===== src/rtl/a23_copro_master_if.sv =====
// Execute-stage request/response and CP15 coprocessor lines for a23_copro_master.
// master = the initiator view; slave = the execute stage plus coprocessor view.
interface a23_copro_master_if;
  logic        i_fetch_stall;
  logic        i_req_valid;
  logic        o_req_ready;
  logic        i_req_write;
  logic [3:0]  i_req_num;
  logic [2:0]  i_req_opcode1;
  logic [2:0]  i_req_opcode2;
  logic [3:0]  i_req_crn;
  logic [3:0]  i_req_crm;
  logic [31:0] i_req_wdata;
  logic [1:0]  o_copro_operation;
  logic [3:0]  o_copro_num;
  logic [2:0]  o_copro_opcode1;
  logic [2:0]  o_copro_opcode2;
  logic [3:0]  o_copro_crn;
  logic [3:0]  o_copro_crm;
  logic [31:0] o_copro_write_data;
  logic [31:0] i_copro_read_data;
  logic        i_cache_busy;
  logic        o_rsp_valid;
  logic        i_rsp_ready;
  logic [31:0] o_rsp_rdata;
  logic        o_rsp_undef;
  logic        o_rsp_timeout;

  modport master (
    input  i_fetch_stall, i_req_valid, i_req_write, i_req_num, i_req_opcode1, i_req_opcode2,
           i_req_crn, i_req_crm, i_req_wdata, i_copro_read_data, i_cache_busy, i_rsp_ready,
    output o_req_ready, o_copro_operation, o_copro_num, o_copro_opcode1, o_copro_opcode2,
           o_copro_crn, o_copro_crm, o_copro_write_data, o_rsp_valid, o_rsp_rdata,
           o_rsp_undef, o_rsp_timeout
  );

  modport slave (
    output i_fetch_stall, i_req_valid, i_req_write, i_req_num, i_req_opcode1, i_req_opcode2,
           i_req_crn, i_req_crm, i_req_wdata, i_copro_read_data, i_cache_busy, i_rsp_ready,
    input  o_req_ready, o_copro_operation, o_copro_num, o_copro_opcode1, o_copro_opcode2,
           o_copro_crn, o_copro_crm, o_copro_write_data, o_rsp_valid, o_rsp_rdata,
           o_rsp_undef, o_rsp_timeout
  );
endinterface


===== src/rtl/a23_copro_master.sv =====
// Single-outstanding CP15 MCR/MRC initiator; accept->rsp MCR 2, MRC 3, undef 1 (+1 per stalled issue).
// Ready only in IDLE, response held until i_rsp_ready; A23_COPRO_FLUSH_WAIT_EN makes FLUSH wait on i_cache_busy.
module a23_copro_master #(
  parameter int unsigned FLUSH_TIMEOUT = 255
) (
  input logic                i_clk,
  input logic                i_rst,
  a23_copro_master_if.master bus
);
  typedef enum logic [2:0] {IDLE, ISSUE, CAPTURE, FLUSH, RESP} state_t;

  state_t      state, state_nxt;
  logic        req_write;
  logic [3:0]  num_q, crn_q, crm_q;
  logic [2:0]  op1_q, op2_q;
  logic [31:0] wdata_q, rdata_q;
  logic        undef_q, tmo_q;
  logic        req_ready, rsp_valid;
  logic [1:0]  operation;
  logic        accept, flush_done, flush_tmo;

  assign accept = bus.i_req_valid && req_ready;

`ifdef A23_COPRO_FLUSH_WAIT_EN
  logic [7:0] flush_cnt;

  assign flush_tmo  = bus.i_cache_busy && (flush_cnt == 8'(FLUSH_TIMEOUT - 1));
  assign flush_done = !bus.i_cache_busy || flush_tmo;

  // Counter idles at zero outside FLUSH, so it is already cleared on entry.
  always_ff @(posedge i_clk) begin
    if (i_rst)                flush_cnt <= '0;
    else if (state != FLUSH)  flush_cnt <= '0;
    else                      flush_cnt <= flush_cnt + 8'd1;
  end
`else
  logic unused_busy;
  assign unused_busy = bus.i_cache_busy;
  assign flush_tmo   = 1'b0;
  assign flush_done  = 1'b1;
`endif

  always_ff @(posedge i_clk) begin
    if (i_rst) state <= IDLE;
    else       state <= state_nxt;
  end

  always_comb begin
    state_nxt = state;
    case (state)
      IDLE:    if (accept) state_nxt = (bus.i_req_num != 4'd15) ? RESP : ISSUE;
      ISSUE:   if (!bus.i_fetch_stall) begin
                 if (!req_write)          state_nxt = CAPTURE;
                 else if (crn_q == 4'd1)  state_nxt = FLUSH;
                 else                     state_nxt = RESP;
               end
      CAPTURE: state_nxt = RESP;
      FLUSH:   if (flush_done) state_nxt = RESP;
      RESP:    if (bus.i_rsp_ready) state_nxt = IDLE;
      default: state_nxt = IDLE;
    endcase
  end

  always_comb begin
    req_ready = 1'b0;
    rsp_valid = 1'b0;
    operation = 2'd0;
    case (state)
      IDLE:    req_ready = 1'b1;
      ISSUE:   operation = req_write ? 2'd2 : 2'd1;
      RESP:    rsp_valid = 1'b1;
      default: ;
    endcase
  end

  always_ff @(posedge i_clk) begin
    if (i_rst) begin
      req_write <= 1'b0;
      num_q     <= '0;
      op1_q     <= '0;
      op2_q     <= '0;
      crn_q     <= '0;
      crm_q     <= '0;
      wdata_q   <= '0;
      rdata_q   <= '0;
      undef_q   <= 1'b0;
      tmo_q     <= 1'b0;
    end else begin
      if (accept) begin
        req_write <= bus.i_req_write;
        num_q     <= bus.i_req_num;
        op1_q     <= bus.i_req_opcode1;
        op2_q     <= bus.i_req_opcode2;
        crn_q     <= bus.i_req_crn;
        crm_q     <= bus.i_req_crm;
        wdata_q   <= bus.i_req_wdata;
        rdata_q   <= '0;
        undef_q   <= (bus.i_req_num != 4'd15);
        tmo_q     <= 1'b0;
      end
      if (state == CAPTURE)             rdata_q <= bus.i_copro_read_data;
      if (state == FLUSH && flush_tmo)  tmo_q   <= 1'b1;
      if (state == RESP && bus.i_rsp_ready) begin
        undef_q <= 1'b0;
        tmo_q   <= 1'b0;
      end
    end
  end

  assign bus.o_req_ready        = req_ready;
  assign bus.o_rsp_valid        = rsp_valid;
  assign bus.o_copro_operation  = operation;
  assign bus.o_copro_num        = num_q;
  assign bus.o_copro_opcode1    = op1_q;
  assign bus.o_copro_opcode2    = op2_q;
  assign bus.o_copro_crn        = crn_q;
  assign bus.o_copro_crm        = crm_q;
  assign bus.o_copro_write_data = wdata_q;
  assign bus.o_rsp_rdata        = rdata_q;
  assign bus.o_rsp_undef        = undef_q;
  assign bus.o_rsp_timeout      = tmo_q;
endmodule


===== src/flat_wrapper.sv =====
// flat-port wrapper written by rule: the top's interface ports become plain ports
module a23_copro_master_flat 
#(
  parameter int unsigned FLUSH_TIMEOUT = 255
)
  (i_clk, i_rst, bus_i_fetch_stall, bus_i_req_valid, bus_i_req_write, bus_i_req_num, bus_i_req_opcode1, bus_i_req_opcode2, bus_i_req_crn, bus_i_req_crm, bus_i_req_wdata, bus_i_copro_read_data, bus_i_cache_busy, bus_i_rsp_ready, bus_o_req_ready, bus_o_copro_operation, bus_o_copro_num, bus_o_copro_opcode1, bus_o_copro_opcode2, bus_o_copro_crn, bus_o_copro_crm, bus_o_copro_write_data, bus_o_rsp_valid, bus_o_rsp_rdata, bus_o_rsp_undef, bus_o_rsp_timeout);
  a23_copro_master_if bus_i ();
  input logic i_clk;
  input logic i_rst;
  input wire logic [$bits(bus_i.i_fetch_stall)-1:0] bus_i_fetch_stall;
  input wire logic [$bits(bus_i.i_req_valid)-1:0] bus_i_req_valid;
  input wire logic [$bits(bus_i.i_req_write)-1:0] bus_i_req_write;
  input wire logic [$bits(bus_i.i_req_num)-1:0] bus_i_req_num;
  input wire logic [$bits(bus_i.i_req_opcode1)-1:0] bus_i_req_opcode1;
  input wire logic [$bits(bus_i.i_req_opcode2)-1:0] bus_i_req_opcode2;
  input wire logic [$bits(bus_i.i_req_crn)-1:0] bus_i_req_crn;
  input wire logic [$bits(bus_i.i_req_crm)-1:0] bus_i_req_crm;
  input wire logic [$bits(bus_i.i_req_wdata)-1:0] bus_i_req_wdata;
  input wire logic [$bits(bus_i.i_copro_read_data)-1:0] bus_i_copro_read_data;
  input wire logic [$bits(bus_i.i_cache_busy)-1:0] bus_i_cache_busy;
  input wire logic [$bits(bus_i.i_rsp_ready)-1:0] bus_i_rsp_ready;
  output wire logic [$bits(bus_i.o_req_ready)-1:0] bus_o_req_ready;
  output wire logic [$bits(bus_i.o_copro_operation)-1:0] bus_o_copro_operation;
  output wire logic [$bits(bus_i.o_copro_num)-1:0] bus_o_copro_num;
  output wire logic [$bits(bus_i.o_copro_opcode1)-1:0] bus_o_copro_opcode1;
  output wire logic [$bits(bus_i.o_copro_opcode2)-1:0] bus_o_copro_opcode2;
  output wire logic [$bits(bus_i.o_copro_crn)-1:0] bus_o_copro_crn;
  output wire logic [$bits(bus_i.o_copro_crm)-1:0] bus_o_copro_crm;
  output wire logic [$bits(bus_i.o_copro_write_data)-1:0] bus_o_copro_write_data;
  output wire logic [$bits(bus_i.o_rsp_valid)-1:0] bus_o_rsp_valid;
  output wire logic [$bits(bus_i.o_rsp_rdata)-1:0] bus_o_rsp_rdata;
  output wire logic [$bits(bus_i.o_rsp_undef)-1:0] bus_o_rsp_undef;
  output wire logic [$bits(bus_i.o_rsp_timeout)-1:0] bus_o_rsp_timeout;
  assign bus_i.i_fetch_stall = bus_i_fetch_stall;
  assign bus_i.i_req_valid = bus_i_req_valid;
  assign bus_i.i_req_write = bus_i_req_write;
  assign bus_i.i_req_num = bus_i_req_num;
  assign bus_i.i_req_opcode1 = bus_i_req_opcode1;
  assign bus_i.i_req_opcode2 = bus_i_req_opcode2;
  assign bus_i.i_req_crn = bus_i_req_crn;
  assign bus_i.i_req_crm = bus_i_req_crm;
  assign bus_i.i_req_wdata = bus_i_req_wdata;
  assign bus_i.i_copro_read_data = bus_i_copro_read_data;
  assign bus_i.i_cache_busy = bus_i_cache_busy;
  assign bus_i.i_rsp_ready = bus_i_rsp_ready;
  assign bus_o_req_ready = bus_i.o_req_ready;
  assign bus_o_copro_operation = bus_i.o_copro_operation;
  assign bus_o_copro_num = bus_i.o_copro_num;
  assign bus_o_copro_opcode1 = bus_i.o_copro_opcode1;
  assign bus_o_copro_opcode2 = bus_i.o_copro_opcode2;
  assign bus_o_copro_crn = bus_i.o_copro_crn;
  assign bus_o_copro_crm = bus_i.o_copro_crm;
  assign bus_o_copro_write_data = bus_i.o_copro_write_data;
  assign bus_o_rsp_valid = bus_i.o_rsp_valid;
  assign bus_o_rsp_rdata = bus_i.o_rsp_rdata;
  assign bus_o_rsp_undef = bus_i.o_rsp_undef;
  assign bus_o_rsp_timeout = bus_i.o_rsp_timeout;
  a23_copro_master #(.FLUSH_TIMEOUT(FLUSH_TIMEOUT)) u_core (.i_clk(i_clk), .i_rst(i_rst), .bus(bus_i));
endmodule

===== config.mk =====
export PLATFORM = sky130hd
export DESIGN_NAME = a23_copro_master_flat
export DESIGN_NICKNAME = d
export VERILOG_FILES = /design/src/rtl/a23_copro_master_if.sv /design/src/rtl/a23_copro_master.sv /design/src/flat_wrapper.sv
export SDC_FILE = /design/constraint.sdc
export NUM_CORES = 1
export LEC_CHECK = 0
export CORE_MARGIN = 2
export CORE_UTILIZATION = 40
export DETAILED_ROUTE_END_ITERATION = 6
export GPL_TIMING_DRIVEN = 0
export PLACE_DENSITY = 0.87
export SYNTH_ARGS = -nofsm -noshare
export SYNTH_HDL_FRONTEND = slang
export SYNTH_SLANG_ARGS = --single-unit

===== constraint.sdc =====
create_clock -name i_clk -period 4.8 [get_ports i_clk]
set_input_delay 0.48 -clock i_clk [delete_from_list [all_inputs] [get_ports i_clk]]
set_output_delay 0.48 -clock i_clk [all_outputs]
set_load 0.05 [all_outputs]

# Yosys cells after proc, flatten, opt, wreduce, memory -nomap -nowiden
# Cells that the tools add are included.
word_totals:
  register_bits: 87
  input_bits: 89
  word_cells: 39
classes:
  n_eq_ne: 9
  mux: 13
  n_reduce_logical: 7
op_table:
  columns: ["cell", "n"]
  rows:
  - ["32-bit 2-to-1 mux", 2]
  - ["3-bit 2-to-1 mux", 6]
  - ["3-bit case mux with 4 select lines", 1]
  - ["3-bit by 2-bit equality test with 1-bit output (second input constant)", 2]
  - ["4-bit by 1-bit equality test with 1-bit output (second input constant)", 1]
  - ["2-bit 2-to-1 mux", 2]
  - ["2-bit != test (second input constant)", 2]
  - ["4-bit != test (second input constant)", 1]
  - ["2-bit OR reduction", 2]
  - ["3-bit by 1-bit equality test with 1-bit output (second input constant)", 1]
  - ["3-bit equality test (second input constant)", 1]
  - ["3-bit logical NOT", 1]
  - ["3-bit AND reduction", 1]
  - ["1-bit logical AND", 2]
  - ["1-bit 2-to-1 mux", 2]
  - ["2-bit by 1-bit != test with 1-bit output (second input constant)", 1]
  - ["2-bit nonzero test", 1]

# Longest topological paths before layout
# Gate-level depths: netlist of run 1.
depth:
  depth_word: 5
  mapped_depth: 6
  depth_no_buf: 3

# Worst setup path after synthesis of run 1
# OpenSTA, ideal clock, no wires.
synth_path:
  path_kind: "register to output"
  start: "reg u_core.state[0]"
  end: "out bus_o_copro_operation[0]"
  t_arrival_ns: 1.714
  t_required_ns: 4.320
  path_slack_ns: 2.606
  path_stages_with_launch: 4
  n_path_buf: 1
  cell_sequence: "dfxtp_1 buf_2 or3b_2 nor2_1"
synth_between:
  elab_chain_cells: 2
synth_lines:
  columns: ["element", "line", "source"]
  rows:
  - ["start: declaration", "a23_copro_master.sv:12", "state_t state, state_nxt;"]
  - ["start signal: assignment", "a23_copro_master.sv:45", "else state <= state_nxt;"]
  - ["3-bit by 1-bit equality test with 1-bit output", "a23_copro_master.sv:68", "case (state)"]
  - ["2-bit 2-to-1 mux", "a23_copro_master.sv:68", null]
  - ["end: declaration", "flat_wrapper.sv:23", "output wire logic [$bits(bus_i.o_copro_operation)-1:0] bus_o_copro_operation;"]
# Every way passes these cells.

# Worst setup path in the final report of run 1
layout_path:
  start: "reg u_core.state[0]"
  end: "out bus_o_copro_operation[1]"
# The elaborated chain is that of the path after synthesis.

==> results.sh, run 1 <==
export IMPL_h_tree_depth=3
export IMPL_placementRows=32
export IMPL_syn_nets=492
export IMPL_fillers=667
export IMPL_wirelength_mm=9.77
export IMPL_drc=0
export IMPL_multi_input_area_um2=1310
export IMPL_timing_final_ws_setup_ps=1900
export IMPL_fin_setup_tns_ps=0
export IMPL_finalPower_mw=1.70
export IMPL_clk_pin_slew_ps=90
export IMPL_syn_to_final_growth_pct=64.1
export IMPL_worst_pin_slew_ps=675
export IMPL_die_area_um2=8900
export IMPL_required_ps=4320
export IMPL_port_buffers=173
export IMPL_synth_top_area_share_pct=53.4
export IMPL_num_vias=3420
export IMPL_finalHoldViolCount=0
export IMPL_place_area_um2=5120
export IMPL_synthFlopType="dfxtp_1"
export IMPL_postCtsSetupBuffers=0
export IMPL_fin_nets=676
export IMPL_setup_viol=0
export IMPL_dieHeight_um=94.3
export IMPL_cap_violations=0
export IMPL_holdWs_ps=457
export IMPL_worst_clock_skew_ps=10.6
export IMPL_synth_edf_count=0
export IMPL_diodes=0
export IMPL_die_w_um=94.3
export IMPL_synth_warnings=0
export IMPL_core_area_um2=7810
export IMPL_dp_final_hpwl_mm=7.26
export IMPL_grt_first_pass_wirelength_mm=15.3
export IMPL_ys_async_sr_fraction_pct=0
export IMPL_cts_root_buf="clkbuf_8"
export IMPL_criticalPathCategory="reg -> out"
export IMPL_synth_common_cells="134 x nand2_1, 87 x dfxtp_1, 83 x a21oi_1"
export IMPL_yosysTopAreaCell="dfxtp_1"
export IMPL_outcome="completed"
export IMPL_vias_per_cell=4.93
export IMPL_finalMaxSlewViolations=0
export IMPL_ios=177
export IMPL_cts_buffers=9
export IMPL_arrival_ps=2420
export IMPL_path_max_fanout=10
export IMPL_yosysMostFrequentCell="nand2_1"
export IMPL_fmax_mhz=345
export IMPL_syn_inst=403
export IMPL_grt_overflow=0
export IMPL_grt_pass1_vias=3315
export IMPL_seq_area_frac_synth_pct=53.4
export IMPL_gp_congestion=0.772
export IMPL_finalInstanceArea_um2=5350
export IMPL_initial_utilization_pct=41.8
export IMPL_p_per_area_nw_per_um2=317
export IMPL_hold_buffers=0
export IMPL_rsz0062_at_grt="no"
export IMPL_grt_max_degree=15
export IMPL_detail_route_wl_per_cell_um=14.1
export IMPL_peakVddDrop_mv=0.202
export IMPL_pre_cts_ws_ps=2290
export IMPL_ys_seq_elements=87
export IMPL_cts_buffer_depth=2
export IMPL_start_kind="flop"
export IMPL_ys_top_cells_by_area="dfxtp_1 53%, nand2_1 15%, a21oi_1 13%"
export IMPL_slew_headroom_pct=54.4
export IMPL_yosys_cell_types_count=30
export IMPL_ant_nets=0
export IMPL_avgSynthCellArea_um2=8.10
export IMPL_critPathCaptureType="primary output"
export IMPL_antenna_found_initial=0
export IMPL_drtIter0Drc=130
export IMPL_register_area_um2=1740
export IMPL_worstSkewPairLatency_ps=350
export IMPL_grt_usage_pct=21.8
export IMPL_min_path_type="reg -> reg"
export IMPL_fin_crit_ps=2900
export IMPL_cts_sinks=87
export IMPL_drive_above_1_share_pct=6.76
export IMPL_fin_crit_sh_pct=60.4
export IMPL_leakagePower_nw=1.91
export IMPL_drt_pass1_iter_count=4
export IMPL_cts_resized_gates=0
export IMPL_cts_tree="built"
export IMPL_syn_area_um2=3260
-- worst max-delay path, stage by stage, from the launching register on --
cell and delay [ps]:
dfxtp_1 400, buf_2 240, or3b_2 500, nor2_1 100, clkdlybuf4s50_1 830
-- area by class of cell --
cell class	instances	share of cell area (%)
tap	102	2.38
timing repair buffer	173	32.3
buffer	35	3.93
clock buffer	11	2.83
inverter	1	0.0701
clock inverter	5	1.50
sequential	87	32.5
multi-input combinational	280	24.4
-- state kept, by name, indices dropped and copies added (netlist names) --
register	flops
u_core.bus.o_copro_crm	4
u_core.bus.o_copro_crn	4
u_core.bus.o_copro_num	4
u_core.bus.o_copro_opcode1	3
u_core.bus.o_copro_opcode2	3
u_core.bus.o_copro_write_data	32
u_core.bus.o_rsp_rdata	32
u_core.bus.o_rsp_undef	1
u_core.req_write	1
u_core.state	3
-- cell usage in the layout (no fill, tap or decap), drive strengths merged, types with 2 or more instances in the layout --
cell type	netlist	layout
bufinv	0	2
nor4b	2	2
nand2	134	134
clkinvlp	0	2
nor3b	3	3
nor3	2	2
clkbuf	16	27
a21oi	83	83
nor2	7	7
dfxtp	87	87
clkdlybuf4s50	0	173
buf	19	19
nor2b	2	2
nand3	32	32
or3b	2	2
-- power breakdown --
part / switching (mW) / leakage (nW) / internal (mW)
Combinational: 0.203 / 1.09 / 0.150
Sequential: 0.0159 / 0.709 / 0.751
Clock: 0.256 / 0.112 / 0.321
Total: 0.475 / 1.91 / 1.22
-- per-stage QoR --
stage                     instances  utilization (%)
final                           694             68.6
after global routing            694             68.6
after CTS                       694             68.6
after detailed placement        678             65.6
after global placement          678             65.6
after floorplan                 403                -
-- metal layers --
layer / track usage [%] / part of all wire [%] / wire (um) / vias up
met3: 6.50 / 7.5 / 737 / 8
met5: 0 / 0 / 0 / -
met2: 39.3 / 51 / 4960 / 118
met1: 24.7 / 41 / 3970 / 1593
li1: - / - / - / 1701
met4: 7.00 / 1.1 / 103 / 0
-- path summary, 6_finish.rpt --
kind	start	end	slack, ps	depth (start not counted)
worst min register to register	u_core.bus.o_copro_write_data[23]	u_core.bus.o_copro_write_data[23]	460	2
worst max register to register	u_core.state[1]	u_core.bus.o_rsp_rdata[7]	3170	6
worst max-delay path	u_core.state[0]	bus_o_copro_operation[1]	1900	4
worst min-delay path	u_core.bus.o_copro_write_data[23]	u_core.bus.o_copro_write_data[23]	460	2
-- cell families (layout without fill, tap and decap cells) --
family,count (synthesis),after routing,synth area share [%]
flip-flops,87,87,53.4
multiplexers,1,1,0.307
AND/OR/NAND/NOR,189,189,25.5
AO/OA/AOI/OAI,89,89,14.1
buffers and inverters,36,225,6.56
other,1,1,0.115
No activity file was read; power rests on OpenSTA's default activity.
==> run 2, diff against run 1 <==
- CORE_UTILIZATION: 40 -> 39
- PLACE_DENSITY: 0.87 -> 0.85
- clock period: 4.8 -> 2.9 ns (I/O delays scaled with it)
==> run 2 against run 1 <==
Global-route usage down 1.9 points. Register-to-register slack lost 1900 ps. Critical path depth did not move. Worst setup slack lost 1700 ps. Clock-buffer cell count is 1 lower. Combinational power grew 65%. Clock power grew 70%. Die area up 2.5%. Critical path type unchanged. Highest routed layer unchanged.
==> results.sh, run 2 (synthesis results as in run 1) <==
export IMPL_outcome="completed"
export IMPL_grt_pass1_vias=3149
export IMPL_setup_viol=0
export IMPL_place_area_um2=5130
export IMPL_leakagePower_nw=1.92
export IMPL_required_ps=2610
export IMPL_cts_buffers=9
export IMPL_worst_r2r_endpoint="u_core.bus.o_rsp_rdata[3]"
export IMPL_cts_resized_gates=0
export IMPL_cts_buffer_depth=2
export IMPL_die_w_um=95.5
export IMPL_fin_nets=676
export IMPL_arrival_ps=2420
export IMPL_cap_violations=0
export IMPL_register_area_um2=1740
export IMPL_grt_max_degree=14
export IMPL_fin_cells=695
export IMPL_fmax_mhz=369
export IMPL_min_path_type="reg -> reg"
export IMPL_finalMaxSlewViolations=0
export IMPL_syn_to_final_growth_pct=64.2
export IMPL_peakVddDrop_mv=0.294
export IMPL_port_buffers=173
export IMPL_multi_input_area_um2=1310
export IMPL_fin_crit_ps=2710
export IMPL_h_tree_depth=3
export IMPL_fin_setup_tns_ps=0
export IMPL_layout_commonest_cell="clkdlybuf4s50_1"
export IMPL_clk_pin_slew_ps=70
export IMPL_min_to="u_core.bus.o_copro_write_data[22]"
export IMPL_dpl_cell_count=681
export IMPL_cts_sinks=87
export IMPL_holdWs_ps=456
export IMPL_grt_usage_pct=19.9
export IMPL_start_kind="flop"
export IMPL_ant_nets=0
export IMPL_final_cell_mix="173 x clkdlybuf4s50_1, 134 x nand2_1, 87 x dfxtp_1"
export IMPL_vias_per_cell=4.82
export IMPL_critPathCaptureType="primary output"
export IMPL_placementRows=33
export IMPL_drtIter0Drc=127
export IMPL_rsz0062_at_grt="no"
export IMPL_fillers=673
export IMPL_initial_utilization_pct=39.9
export IMPL_worst_clock_skew_ps=8.21
export IMPL_dieHeight_um=95.5
export IMPL_diodes=0
export IMPL_die_area_um2=9110
export IMPL_final_util_pct=65.5
export IMPL_worstHoldStart="u_core.bus.o_copro_write_data[22]"
export IMPL_criticalPathCategory="reg -> out"
export IMPL_ios=177
export IMPL_worst_pin_slew_ps=609
export IMPL_core_area_um2=8180
export IMPL_drive_above_1_share_pct=6.44
export IMPL_worstHoldPathCells=2
export IMPL_ff2ff_path_depth=6
export IMPL_grt_overflow=0
export IMPL_grt_first_pass_wirelength_mm=14.2
export IMPL_path_max_fanout=10
export IMPL_wirelength_mm=9.28
export IMPL_reg2reg_slack_ps=1270
export IMPL_fin_crit_sh_pct=93.5
export IMPL_slew_headroom_pct=58.8
export IMPL_detail_route_wl_per_cell_um=13.4
export IMPL_gp_congestion=0.750
export IMPL_hold_buffers=0
export IMPL_drt_pass1_iter_count=4
export IMPL_dp_final_hpwl_mm=6.93
export IMPL_num_vias=3349
export IMPL_finalInstanceArea_um2=5360
export IMPL_timing_rr_start="u_core.state[1]"
export IMPL_cts_root_buf="clkbuf_8"
export IMPL_antenna_found_initial=0
export IMPL_cts_tree="built"
export IMPL_worstSkewPairLatency_ps=340
export IMPL_p_per_area_nw_per_um2=528
export IMPL_postCtsSetupBuffers=0
export IMPL_drc=0
export IMPL_finalHoldViolCount=0
-- run 2: changes by cell type in the layout (fill, tap and decap cells not counted), sizes merged --
cell and change:
clkinvlp -2, bufinv +1, clkbuf -1
-- run 2: worst max-delay path by stage --
stage	startpoint	to	slack, ps
floorplan	u_core.state[0]	u_core.bus.o_rsp_undef	720
global placement	u_core.state[0]	bus_o_copro_operation[0]	590
CTS	u_core.state[0]	bus_o_copro_operation[1]	170
global route	u_core.state[0]	bus_o_copro_operation[1]	60
detailed placement	u_core.state[0]	bus_o_copro_operation[1]	570
finish	u_core.state[0]	bus_o_copro_operation[0]	190
-- run 2: stage by stage --
stage / setup WS, ps / power [mW]
finish: 188 / 2.83
floorplan: 721 / 1.62
CTS: 172 / 2.87
global placement: 588 / 1.87
detailed placement: 566 / 1.88
global route: 63.8 / 2.95
-- run 2: cell type report --
type | instances | share of cell area (%)
clock inverter | 4 | 1.77
buffer | 35 | 3.92
sequential | 87 | 32.5
timing repair buffer | 173 | 32.3
tap | 105 | 2.45
inverter | 1 | 0.0700
clock buffer | 10 | 2.57
multi-input combinational | 280 | 24.4
-- run 2: critical path, stage by stage, from the launching register on --
cell and delay, ps:
dfxtp_1 410, buf_2 250, or3b_2 490, nor2_1 110, clkdlybuf4s50_1 830
-- run 2: power breakdown --
| group | total [mW] | switching (mW) | internal, mW |
|---|---|---|---|
| sequential | 1.27 | 0.0262 | 1.24 |
| combinational | 0.582 | 0.333 | 0.248 |
| clock | 0.980 | 0.395 | 0.585 |
| total | 2.83 | 0.754 | 2.08 |
-- run 2: routing by layer --
metal | vias to the layer above | global-route usage (%) | part of all wire (%)
li1 | 1702 | - | -
met1 | 1525 | 23.0 | 42
met2 | 113 | 34.9 | 48
met3 | 9 | 6.48 | 8.3
met4 | 0 | 6.43 | 1.1
met5 | - | 0 | 0
==> run 3, diff against run 2 <==
- PLACE_DENSITY: 0.85 -> 0.77
- SKIP_LAST_GASP: not set -> 1
- SLEW_MARGIN: not set -> 20
==> run 3 against run 2 <==
Via count down 0.42%. Die area unchanged. Fmax fell by 0.49%. Highest routed layer unchanged. Utilization is 0.98 points lower.
==> results.sh, run 3 (synthesis results as in run 1) <==
export IMPL_worst_clock_skew_ps=6.88
export IMPL_core_area_um2=8180
export IMPL_grt_pass1_vias=3169
export IMPL_slowest_delay_ps=830
export IMPL_cts_buffers=9
export IMPL_gp_congestion=0.803
export IMPL_start_kind="flop"
export IMPL_h_tree_depth=3
export IMPL_fin_setup_tns_ps=0
export IMPL_worstSkewPairLatency_ps=340
export IMPL_fin_crit_ps=2730
export IMPL_postCtsSetupBuffers=0
export IMPL_cp_num_buf_inv=2
export IMPL_fmax_mhz=367
export IMPL_final_cell_mix="173 x clkdlybuf4s50_1, 134 x nand2_1, 87 x dfxtp_1"
export IMPL_num_vias=3335
export IMPL_min_path_type="reg -> reg"
export IMPL_dieHeight_um=95.5
export IMPL_cap_violations=0
export IMPL_cp_slowest_cell="clkdlybuf4s50_1"
export IMPL_fin_nets=676
export IMPL_peakVddDrop_mv=0.249
export IMPL_wirelength_mm=9.30
export IMPL_drive_above_1_share_pct=6.27
export IMPL_reg2reg_slack_ps=1260
export IMPL_cts_tree="built"
export IMPL_layout_commonest_cell="clkdlybuf4s50_1"
export IMPL_die_area_um2=9110
export IMPL_cts_buffer_depth=2
export IMPL_drc=0
export IMPL_path_delay_family="buffers and inverters"
export IMPL_antenna_found_initial=0
export IMPL_hold_buffers=0
export IMPL_cp_cell_sequence="buf_2, or3b_2, nor2_1, clkdlybuf4s50_1"
export IMPL_dpl_cell_count=681
export IMPL_cts_sinks=87
export IMPL_vias_per_cell=4.80
export IMPL_grt_overflow=0
export IMPL_syn_to_final_growth_pct=61.8
export IMPL_critPathCaptureType="primary output"
export IMPL_initial_utilization_pct=39.9
export IMPL_path_max_fanout=10
export IMPL_grt_max_degree=14
export IMPL_worst_pin_slew_ps=719
export IMPL_fin_cells=695
export IMPL_outcome="completed"
export IMPL_dp_final_hpwl_mm=6.77
export IMPL_finalHoldViolCount=0
export IMPL_grt_usage_pct=20.4
export IMPL_required_ps=2610
export IMPL_cts_root_buf="clkbuf_8"
export IMPL_drt_pass1_iter_count=4
export IMPL_ios=177
export IMPL_cts_resized_gates=0
export IMPL_ant_nets=0
export IMPL_clk_pin_slew_ps=80
export IMPL_setup_viol=0
export IMPL_port_buffers=173
export IMPL_criticalPathCategory="reg -> out"
export IMPL_rsz0062_at_grt="no"
export IMPL_drtIter0Drc=138
export IMPL_die_w_um=95.5
export IMPL_p_per_area_nw_per_um2=483
export IMPL_leakagePower_nw=1.88
export IMPL_detail_route_wl_per_cell_um=13.4
export IMPL_placementRows=33
export IMPL_slew_headroom_pct=51.4
export IMPL_diodes=0
export IMPL_fin_crit_sh_pct=94.0
export IMPL_arrival_ps=2440
export IMPL_grt_first_pass_wirelength_mm=14.6
export IMPL_finalMaxSlewViolations=0
## run 3: cell types whose count changed in the layout (fill, tap and decap cells not counted), sizes merged
cell | previous run | this run
bufinv | 3 | 0
clkinvlp | 0 | 2
clkinv | 1 | 2
## run 3: layout make-up
class	instances	area [um^2]
clock inverter	4	25.0
clock buffer	10	128
timing repair buffer	173	1730
inverter	1	3.75
sequential	87	1740
buffer	35	210
tap	105	131
multi-input combinational	280	1310
fill	739	2900
## run 3: per-stage QoR
| stage | hold slack [ps] | utilization, % | total power, mW | worst slack (ps) | cell area [um^2] |
|---|---|---|---|---|---|
| floorplan | 368 | - | 1.62 | 721 | 3260 |
| global placement | 442 | 62.7 | 1.87 | 579 | 5130 |
| detailed placement | 446 | 62.7 | 1.88 | 571 | 5130 |
| CTS | 457 | 64.6 | 2.58 | 174 | 5280 |
| global route | 466 | 64.6 | 2.68 | 66.6 | 5280 |
| finish | 455 | 64.6 | 2.55 | 175 | 5280 |
## run 3: final timing paths
check	end	depth (start not counted)	from
setup / recovery	bus_o_copro_operation[1]	4	u_core.state[0]
hold / removal	u_core.bus.o_copro_write_data[10]	2	u_core.bus.o_copro_write_data[10]
hold reg to reg	u_core.bus.o_copro_write_data[10]	2	u_core.bus.o_copro_write_data[10]
setup reg to reg	u_core.bus.o_rsp_rdata[2]	6	u_core.state[1]
## run 3: power by group
part           total (mW)  internal, mW  switching (mW)
logic               0.583         0.248           0.335
clock network       0.698         0.299           0.399
registers            1.27          1.24          0.0249
## run 3: routing by layer
layer	global-route usage (%)	wire, um	vias to the layer above
met5	0	0	-
met1	25.1	4010	1507
met3	6.72	853	10
li1	-	-	1700
met2	32.9	4290	118
met4	8.10	136	0
## run 3: worst reg2reg max path, cell delays in order (launching register included)
cell      delay [ps]
dfxtp_1          340
buf_4            170
or3b_2           450
clkbuf_1         160
buf_2            210
nand3_1          110
a21oi_1           70
